$ cat src/rtl/fp16_mul_arbiter.sv
// Shares one pipelined fp16 multiplier between two requesters (round-robin, or fixed priority when FP16MUL_ARB_FIXED_PRIO_EN is defined).
// Latency: accept to res_valid is MUL_LAT+1 cycles; req*_ready is combinational from valids, pointer and state.
// Backpressure: none on results; requests wait for ready, and the drain input stops all grants.
module fp16_mul_arbiter #(
    parameter int MUL_LAT = 10,
    parameter int CNT_W   = 4
) (
    input  logic             clk,
    input  logic             rst_n,
    input  logic             req0_valid,
    input  logic [15:0]      req0_a,
    input  logic [15:0]      req0_b,
    output logic             req0_ready,
    input  logic             req1_valid,
    input  logic [15:0]      req1_a,
    input  logic [15:0]      req1_b,
    output logic             req1_ready,
    output logic [15:0]      mul_a,
    output logic [15:0]      mul_b,
    input  logic [15:0]      mul_out,
    output logic             res_valid,
    output logic             res_id,
    output logic [15:0]      res_data,
    input  logic             drain,
    output logic             drained,
    output logic [CNT_W-1:0] inflight
);

    typedef enum logic [1:0] {ST_RUN, ST_DRAIN, ST_DRAINED} state_t;

    state_t             r_state;
    state_t             w_state_nxt;
    logic [15:0]        r_mul_a;
    logic [15:0]        r_mul_b;
    logic [MUL_LAT-1:0] r_tag_v;
    logic [MUL_LAT-1:0] r_tag_id;
    logic               r_res_valid;
    logic               r_res_id;
    logic [15:0]        r_res_data;
    logic [CNT_W-1:0]   r_inflight;
    logic               w_room;
    logic               w_run;
    logic               w_gnt0;
    logic               w_gnt1;
    logic               w_grant;

    // A full counter only accepts a new op when one retires in the same cycle.
    assign w_room  = (r_inflight != {CNT_W{1'b1}}) || r_res_valid;
    assign w_run   = (r_state == ST_RUN) && !drain && w_room;
    assign w_grant = w_gnt0 || w_gnt1;

`ifdef FP16MUL_ARB_FIXED_PRIO_EN
    assign w_gnt0 = w_run && req0_valid;
    assign w_gnt1 = w_run && req1_valid && !req0_valid;
`else
    logic r_last;  // requester granted most recently

    assign w_gnt0 = w_run && req0_valid && (!req1_valid || r_last);
    assign w_gnt1 = w_run && req1_valid && (!req0_valid || !r_last);

    always_ff @(posedge clk or negedge rst_n) begin
        if (!rst_n) begin
            r_last <= 1'b1;
        end else if (w_grant) begin
            r_last <= w_gnt1;
        end
    end
`endif

    always_ff @(posedge clk or negedge rst_n) begin
        if (!rst_n) begin
            r_mul_a <= '0;
            r_mul_b <= '0;
        end else if (w_gnt0) begin
            r_mul_a <= req0_a;
            r_mul_b <= req0_b;
        end else if (w_gnt1) begin
            r_mul_a <= req1_a;
            r_mul_b <= req1_b;
        end
    end

    // Tag pipe tail lines up with mul_out for the same operation.
    always_ff @(posedge clk or negedge rst_n) begin
        if (!rst_n) begin
            r_tag_v     <= '0;
            r_tag_id    <= '0;
            r_res_valid <= 1'b0;
            r_res_id    <= 1'b0;
            r_res_data  <= '0;
        end else begin
            r_tag_v[0]  <= w_grant;
            r_tag_id[0] <= w_gnt1;
            for (int i = 1; i < MUL_LAT; i++) begin
                r_tag_v[i]  <= r_tag_v[i-1];
                r_tag_id[i] <= r_tag_id[i-1];
            end
            r_res_valid <= r_tag_v[MUL_LAT-1];
            r_res_id    <= r_tag_id[MUL_LAT-1];
            r_res_data  <= mul_out;
        end
    end

    always_ff @(posedge clk or negedge rst_n) begin
        if (!rst_n) begin
            r_inflight <= '0;
        end else begin
            unique case ({w_grant, r_res_valid})
                2'b10:   r_inflight <= r_inflight + CNT_W'(1);
                2'b01:   r_inflight <= r_inflight - CNT_W'(1);
                default: r_inflight <= r_inflight;
            endcase
        end
    end

    always_ff @(posedge clk or negedge rst_n) begin
        if (!rst_n) begin
            r_state <= ST_RUN;
        end else begin
            r_state <= w_state_nxt;
        end
    end

    always_comb begin
        w_state_nxt = r_state;
        unique case (r_state)
            ST_RUN: begin
                if (drain) w_state_nxt = ST_DRAIN;
            end
            ST_DRAIN: begin
                if (!drain)                                w_state_nxt = ST_RUN;
                else if (r_inflight == '0 && !r_res_valid) w_state_nxt = ST_DRAINED;
            end
            ST_DRAINED: begin
                if (!drain) w_state_nxt = ST_RUN;
            end
            default: w_state_nxt = ST_RUN;
        endcase
    end

    assign req0_ready = w_gnt0;
    assign req1_ready = w_gnt1;
    assign mul_a      = r_mul_a;
    assign mul_b      = r_mul_b;
    assign res_valid  = r_res_valid;
    assign res_id     = r_res_id;
    assign res_data   = r_res_data;
    assign drained    = (r_state == ST_DRAINED);
    assign inflight   = r_inflight;

endmodule

$ cat config.mk
export PLATFORM = sky130hd
export DESIGN_NAME = fp16_mul_arbiter
export DESIGN_NICKNAME = d
export VERILOG_FILES = /design/src/rtl/fp16_mul_arbiter.sv
export SDC_FILE = /design/constraint.sdc
export NUM_CORES = 1
export LEC_CHECK = 0
export BUFFER_PORTS_ARGS = -buffer_cell sky130_fd_sc_hd__buf_2
export CORE_MARGIN = 2
export CORE_UTILIZATION = 49
export DETAILED_ROUTE_END_ITERATION = 6
export PLACE_DENSITY = 0.86
export SETUP_SLACK_MARGIN = 0.2
export SYNTH_ARGS = -nofsm -noshare
export SYNTH_HDL_FRONTEND = slang
export SYNTH_SLANG_ARGS = --single-unit
$ cat constraint.sdc
create_clock -name clk -period 7.6 [get_ports clk]
set_input_delay 0.76 -clock clk [delete_from_list [all_inputs] [get_ports clk]]
set_output_delay 0.76 -clock clk [all_outputs]
set_load 0.02 [all_outputs]
==> results.md, run 1 <==
* Count of final hold-check violations at 0
* GR Util met2 at 0.337
* Die area at about 0.0065 mm2
* Clk root buf: clkbuf_8
* GRT overflow at 0
* Sequential cell area at roughly 0.0019 mm2
* CP Data Required Time at between 6 and 7 ns
* Avg Cell Area, Syn at ~13 um2
* Final setup fails at 0
* CP arrival at 2.08 ns
* Leak pwr at between 0.002 and 0.0025 uW
* Register area share after synthesis at 0.668
* Multi-input gate area at 876 um2
* Max rail drop VDD at about 0.21 mV
* Worst-skew pair later-pin latency at approximately 0.33 ns
* Worst R2R Start: r_state[0]
* # fillers at between 400 and 500
* CTS tree: built
* Worst Path Max Fanout at 3
* First-pass GRT wire length at between 9000 and 10000 um
* Mapped Cells at between 200 and 250
* Core Area at between 0.005 and 0.006 mm2
* TNS Setup at 0 ns
* Area delta synth->final at 32.7%
* Antenna Cells at 0
* CTS max path bufs at 2
* Final net count at 453
* Reg clk slew, reported paths at roughly 0.080 ns
* Critical path type: primary input to primary output
* Worst Reg-to-Reg Cells at 9
* Final WS setup at roughly 4.8 ns
* Routability cong. at 0.692
* DRT iter0 DRCs at 85
* Post-CTS sizing at 0
* Setup Skew at 0.00771 ns
* # IOs at between 100 and 150
* Sink Count at between 70 and 80
* Clock H-tree levels at 3
* Dpl hpwl at about 4300 um
* Ys async rst share at 1.00
* Total clock buffers created by CTS at 9
* Drt first pass iters at 5
* Critical Path End Type: primary output
* Yosys cell types at 29
* Worst Hold Path Cells at 0
* R2r setup slk at approximately 5.0 ns
* Initial core utilization at 0.515
* Largest net degree at the start of global routing at 78
* DRC at 0
* IO Port Bufs at ~140
* GR Util met3 at 0.0400
* Slew headroom at 0.392
* MaxCap Viol Count at 0
* Share of cells above drive strength 1 at 0.455
* Post-CTS setup repair buffer count at 0
* Final worst-path cycle share at 0.373
* Initial antenna violation count at 0
* Total global-route track usage at 0.192
* Status: completed
* Worst hold endpoint: r_tag_v[2]
* Synth Register Bits at between 70 and 80
* Power per cell area at 339 mW/mm2
* Global routing usage on met1 at 0.224
* Hold_ws at between 0.3 and 0.4 ns
* Reg2Reg Capture Point: inflight[3]
* Antenna Violating Nets Remaining at 0
* Cell Area, Synth at between 0.002 and 0.003 mm2
* DP Worst Slack at around 4.6 ns
* Vias in the first global route at 2064
* Hold buffer count at CTS at 0
* Slew Viols, Final at 0
* Synth Flop Type: dfrtp_1
* DR vias/cell at ~4.8
* Fmax at around 0.35 GHz
* Syn Nets at approximately 310
* Hold_sp: r_tag_v[1]
* Post-layout min period at between 2 and 3 ns
* Drt total wl at a little under 6000 um
* Startpoint types: primary input
* Post-synth EDFFs at 0
* Avg WL per Cell at approximately 13 um
* Unrepaired setup endpoints after global routing: no
* Vias at between 2000 and 2500
* GRT Max-Usage Layer: met2
* Yosys warns at 0
* Worst hold-check path type: flip-flop to flip-flop
* Die Ht at around 81 um
* Die width at approximately 80 um
* Least-Margin Pin Slew at around 0.91 ns
* # rows at 27
## through the flow
step           utilization  total power, uW  instance area (um2)  std cells
2_1_floorplan            -              858                 2890        220
3_3_place_gp         0.649              998                 3640        425
3_5_place_dp         0.649             1020                 3640        425
4_1_cts              0.683             1320                 3830        441
5_1_grt              0.683             1380                 3830        441
6_report             0.683             1300                 3830        441
## state kept, by name, indices dropped and copies added, names as in the netlist
register / count
inflight: 4
mul_a: 16
mul_b: 16
r_last: 1
r_state: 2
r_tag_id: 10
r_tag_v: 10
res_data: 16
res_id: 1
res_valid: 1
## worst max-delay path by stage
| stage | slack [ns] | endpoint | cells after the start | startpoint |
|---|---|---|---|---|
| 2_1_floorplan | 4.73 | inflight[3] | 11 | drain |
| 3_3_place_gp | 4.82 | req1_ready | 6 | drain |
| 3_5_place_dp | 4.64 | inflight[3] | 10 | drain |
| 4_1_cts | 4.77 | req1_ready | 6 | drain |
| 5_1_grt | 4.67 | req1_ready | 6 | drain |
| 6_report | 4.76 | req1_ready | 6 | drain |
## worst max-delay path, cell delays in order
cell and delay, ns:
buf_2 0.11, or3_1 0.38, a21oi_1 0.23, inv_1 0.09, a211oi_1 0.29, buf_2 0.22
## metal layers
metal / vias to the layer above / share of wire
met5: - / 0
met1: 968 / 0.40
met4: 0 / 0.016
li1: 1033 / -
met2: 87 / 0.52
met3: 8 / 0.062
## Yosys cell counts (2+ instances only)
master,number,share of area
dfrtp_1,76,0.66
nor2_1,35,0.046
mux2i_1,33,0.11
a21oi_1,30,0.052
a21oi_2,6,0.018
inv_1,6,0.0078
buf_2,5,0.0087
buf_6,3,0.012
ha_1,3,0.013
buf_4,2,0.0052
nand3_1,2,0.0035
xor2_1,2,0.0061
## logic make-up (layout without fill, tap and decap cells)
| kind of cell | Yosys count | count (layout) | synth area share |
|---|---|---|---|
| fa+ha+maj | 4 | 4 | 0.0199 |
| flops | 77 | 77 | 0.668 |
| compound gates | 42 | 42 | 0.0867 |
| mux | 33 | 33 | 0.114 |
| xor+xnor | 3 | 3 | 0.00911 |
| simple gates | 45 | 45 | 0.0681 |
| buf+inv | 16 | 165 | 0.0334 |
## layout make-up
class | count | area share
clock buffer | 9 | 0.0323
sequential | 77 | 0.503
timing repair buffer | 143 | 0.189
multi-input combinational | 127 | 0.229
tap | 72 | 0.0235
clock inverter | 7 | 0.0173
inverter | 6 | 0.00588
## power breakdown
part,switching (uW),internal [uW]
logic,265,161
clock network,140,150
registers,65.6,515
total,471,826
## layout by cell type (no fill, tap or decap), types with 2 or more instances in the layout
| cell type | n |
|---|---|
| buf_2 | 140 |
| dfrtp_1 | 76 |
| nor2_1 | 35 |
| mux2i_1 | 33 |
| a21oi_1 | 30 |
| clkbuf_8 | 9 |
| inv_1 | 6 |
| a21oi_2 | 6 |
| clkinv_2 | 4 |
| ha_1 | 3 |
| buf_4 | 3 |
| xor2_1 | 2 |
| nand3_1 | 2 |
No activity file was read; power rests on OpenSTA's default activity.
==> inputs of run 2 (changes only) <==
--- a/config.mk
+++ b/config.mk
@@ -7,9 +7,9 @@
 export LEC_CHECK = 0
 export BUFFER_PORTS_ARGS = -buffer_cell sky130_fd_sc_hd__buf_2
 export CORE_MARGIN = 2
-export CORE_UTILIZATION = 49
+export CORE_UTILIZATION = 41
 export DETAILED_ROUTE_END_ITERATION = 6
-export PLACE_DENSITY = 0.86
+export PLACE_DENSITY = 0.76
 export SETUP_SLACK_MARGIN = 0.2
 export SYNTH_ARGS = -nofsm -noshare
 export SYNTH_HDL_FRONTEND = slang
==> constraint.sdc (replaced) <==
create_clock -name clk -period 2.6 [get_ports clk]
set_input_delay 0.26 -clock clk [delete_from_list [all_inputs] [get_ports clk]]
set_output_delay 0.26 -clock clk [all_outputs]
set_load 0.02 [all_outputs]
==> run 2 against run 1 <==
Effect of this change:
- hold slack lost 0.32 ns
- worst setup slack lost 4.4 ns
- sequential power grew to 2.9 times the previous value
- first-iteration DRC count grew 27%
- flip-flop and latch count is the same
- final area grew 3.2%
- die area grew 19%
- register-to-register slack lost 4.7 ns
- routed wire length shrank 4.2%
- clock skew grew 0.0051 ns
- final cell count grew 6.3%
- global-route usage shrank 4.1 points
- critical path type is now flip-flop to primary output
- largest cell class unchanged
- largest power group unchanged
==> results.md, run 2 (synthesized netlist as in run 1, its figures left out) <==
* Gate power share at 0.336 (+0.007)
* R2r setup slk at 0.39 ns (-4.65 ns)
* Vias at 2142 (+2.2%)
* Slew headroom at 0.383 (-0.00893)
* GRT overflow at 0 (unchanged)
* Largest net degree at the start of global routing at 78 (unchanged)
* Unrepaired setup endpoints after global routing: no
* Sink Count at 77 (unchanged)
* Clock H-tree levels at 3 (unchanged)
* Clk network pwr share at 0.222 (-0.002)
* IO Port Bufs at 141 (unchanged)
* Die area at 0.00772 mm2 (+19%)
* CP arrival at 1.97 ns (-0.11 ns)
* Critical Path End Type: primary output
* Drt first pass iters at 4 (-1)
* Critical path type: flip-flop to primary output
* DRC at 0 (unchanged)
* Crit path from: r_state[0]
* Hold_sp: mul_out[2]
* Sw Ratio at 0.371 (+0.00815)
* Antenna Cells at 0 (unchanged)
* Post-CTS setup repair buffer count at 0 (unchanged)
* CTS tree: built
* Worst hold-check path type: primary input to flip-flop
* Die Ht at 87.9 um (+8.9%)
* Flop pwr share at 0.442 (-0.006)
* Drt total wl at 5650 um (-4.2%)
* Final net count at 457 (+0.88%)
* DRT iter0 DRCs at 108 (+27%)
* Slowest library cell on the worst path: or3_4
* First-pass GRT wire length at 9070 um (-3.0%)
* Startpoint types: flip-flop
* Core Area at 0.00679 mm2 (+21%)
* Worst-skew pair later-pin latency at 0.34 ns (about the same)
* CTS max path bufs at 2 (unchanged)
* TNS Setup at 0 ns (unchanged)
* Commonest non-fill, non-tap cell in the layout: buf_2
* Slew Viols, Final at 0 (unchanged)
* Worst Path Max Fanout at 3 (unchanged)
* Die width at 87.9 um (+8.9%)
* Worst R2R Start: r_state[0]
* Initial core utilization at 0.425 (-0.0898)
* CP Data Required Time at 2.34 ns (-4.50 ns)
* Leak pwr at 0.00203 uW (+0.90%)
* Share of cells above drive strength 1 at 0.472 (+0.0166)
* Critical Path Max Stage Delay at 0.41 ns (+0.03 ns)
* Dpl hpwl at 4030 um (-6.0%)
* Final setup fails at 0 (unchanged)
* Max rail drop VDD at 0.426 mV (+110%)
* MaxCap Viol Count at 0 (unchanged)
* Avg WL per Cell at 12.0 um (-9.9%)
* # fillers at 568 (+33%)
* Cell-internal power at 2400 uW (+190%)
* Least-Margin Pin Slew at 0.926 ns (+0.0134 ns)
* Final worst-path cycle share at 0.856
* Area delta synth->final at 36.9%
* # IOs at 142 (unchanged)
* Power, Total at 3820 uW (+190%)
* Reg clk slew, reported paths at 0.09 ns (about the same)
* Worst Hold Path Cells at 1 (+1)
* Routability cong. at 0.840 (+21%)
* Commonest cells after routing, fill and taps aside: buf_2 (140), dfrtp_1 (72), nor2_1 (35)
* Status: completed
* Total global-route track usage at 0.152 (-0.0406)
* Clk root buf: clkbuf_8
* Worst Reg-to-Reg Cells at 9 (unchanged)
* # rows at 30 (+11%)
* Total clock buffers created by CTS at 9 (unchanged)
* Vias in the first global route at 1990 (-3.6%)
* Crit-path cells: or3_4 -> a21oi_1 -> inv_1 -> a211oi_1 -> buf_2
* Count of final hold-check violations at 0 (unchanged)
* Post-layout min period at roughly 2.2 ns
* Post-layout util at 0.582 (-0.101)
* Antenna Violating Nets Remaining at 0 (unchanged)
* Reg2Reg Capture Point: inflight[3]
* Fmax at between 0.4 and 0.5 GHz
* DR vias/cell at 4.57 (-3.9%)
* Setup Skew at 0.0128 ns (+0.00507 ns)
* NetSw at 1420 uW (+200%)
* Power per cell area at 966 mW/mm2 (+190%)
* Crit path to: req1_ready
* Initial antenna violation count at 0 (unchanged)
-- run 2: cell types whose count changed in the layout (fill, tap and decap cells not counted), moves of 2 or more --
| cell | previous run | this run |
|---|---|---|
| clkinv_2 | 4 | 1 |
| dfrtp_1 | 76 | 72 |
| dfrtp_2 | 0 | 4 |
| dlygate4sd3_1 | 0 | 4 |
| ha_1 | 3 | 1 |
| ha_4 | 0 | 2 |
| inv_6 | 0 | 3 |
-- run 2: power groups by stage --
stage	Clock, uW	Sequential, uW	Combinational (uW)
floorplan	0	2020	524
global placement	0	1700	1270
detailed placement	0	1710	1300
CTS	884	1690	1300
global route	943	1740	1420
finish	845	1690	1280
-- run 2: layout make-up --
type                       count  area (um2)  area share
inverter                       6        22.5     0.00570
clock buffer                  10         138      0.0348
multi-input combinational    127         911       0.231
sequential                    77        1930       0.489
clock inverter                 6        51.3      0.0130
tap                           96         120      0.0304
timing repair buffer         147         776       0.196
-- run 2: metrics by stage --
step	area (um2)	cells	hold slack, ns	setup slack (ns)
final	3950	469	0.0265	0.374
after global placement	3720	449	0.333	0.477
after detailed placement	3720	449	0.335	0.417
after global routing	3950	469	0.000588	0.228
after floorplan	2930	220	-0.0356	0.210
after CTS	3910	465	0.00143	0.366
-- run 2: worst max-delay path: cells and delay by family (launching register included) --
family / cells / cell delay, ns
AOI/OAI and AO/OA: 2 / 0.50
buffers and inverters: 2 / 0.32
and+or+nand+nor: 1 / 0.41
DFF: 1 / 0.40
-- run 2: repair_timing --
action	CTS	global route
endpoints found under the hold margin	0	4
gates resized for setup	0	0
hold buffers	0	4
-- run 2: how the worst min path moves through the flow --
stage	end	slack (ns)
global placement	res_id	0.33
global route	res_data[10]	0.0006
finish	res_data[2]	0.03
floorplan	inflight[0]	-0.04
CTS	res_data[1]	0.001
detailed placement	r_tag_v[3]	0.33
-- run 2: layer usage --
metal | GRT usage | vias to the layer above | part of all wire
met3 | 0.0396 | 6 | 0.071
met4 | 0.0587 | 0 | 0.0081
met1 | 0.193 | 997 | 0.44
met5 | 0 | - | 0
met2 | 0.249 | 97 | 0.48
li1 | - | 1042 | -
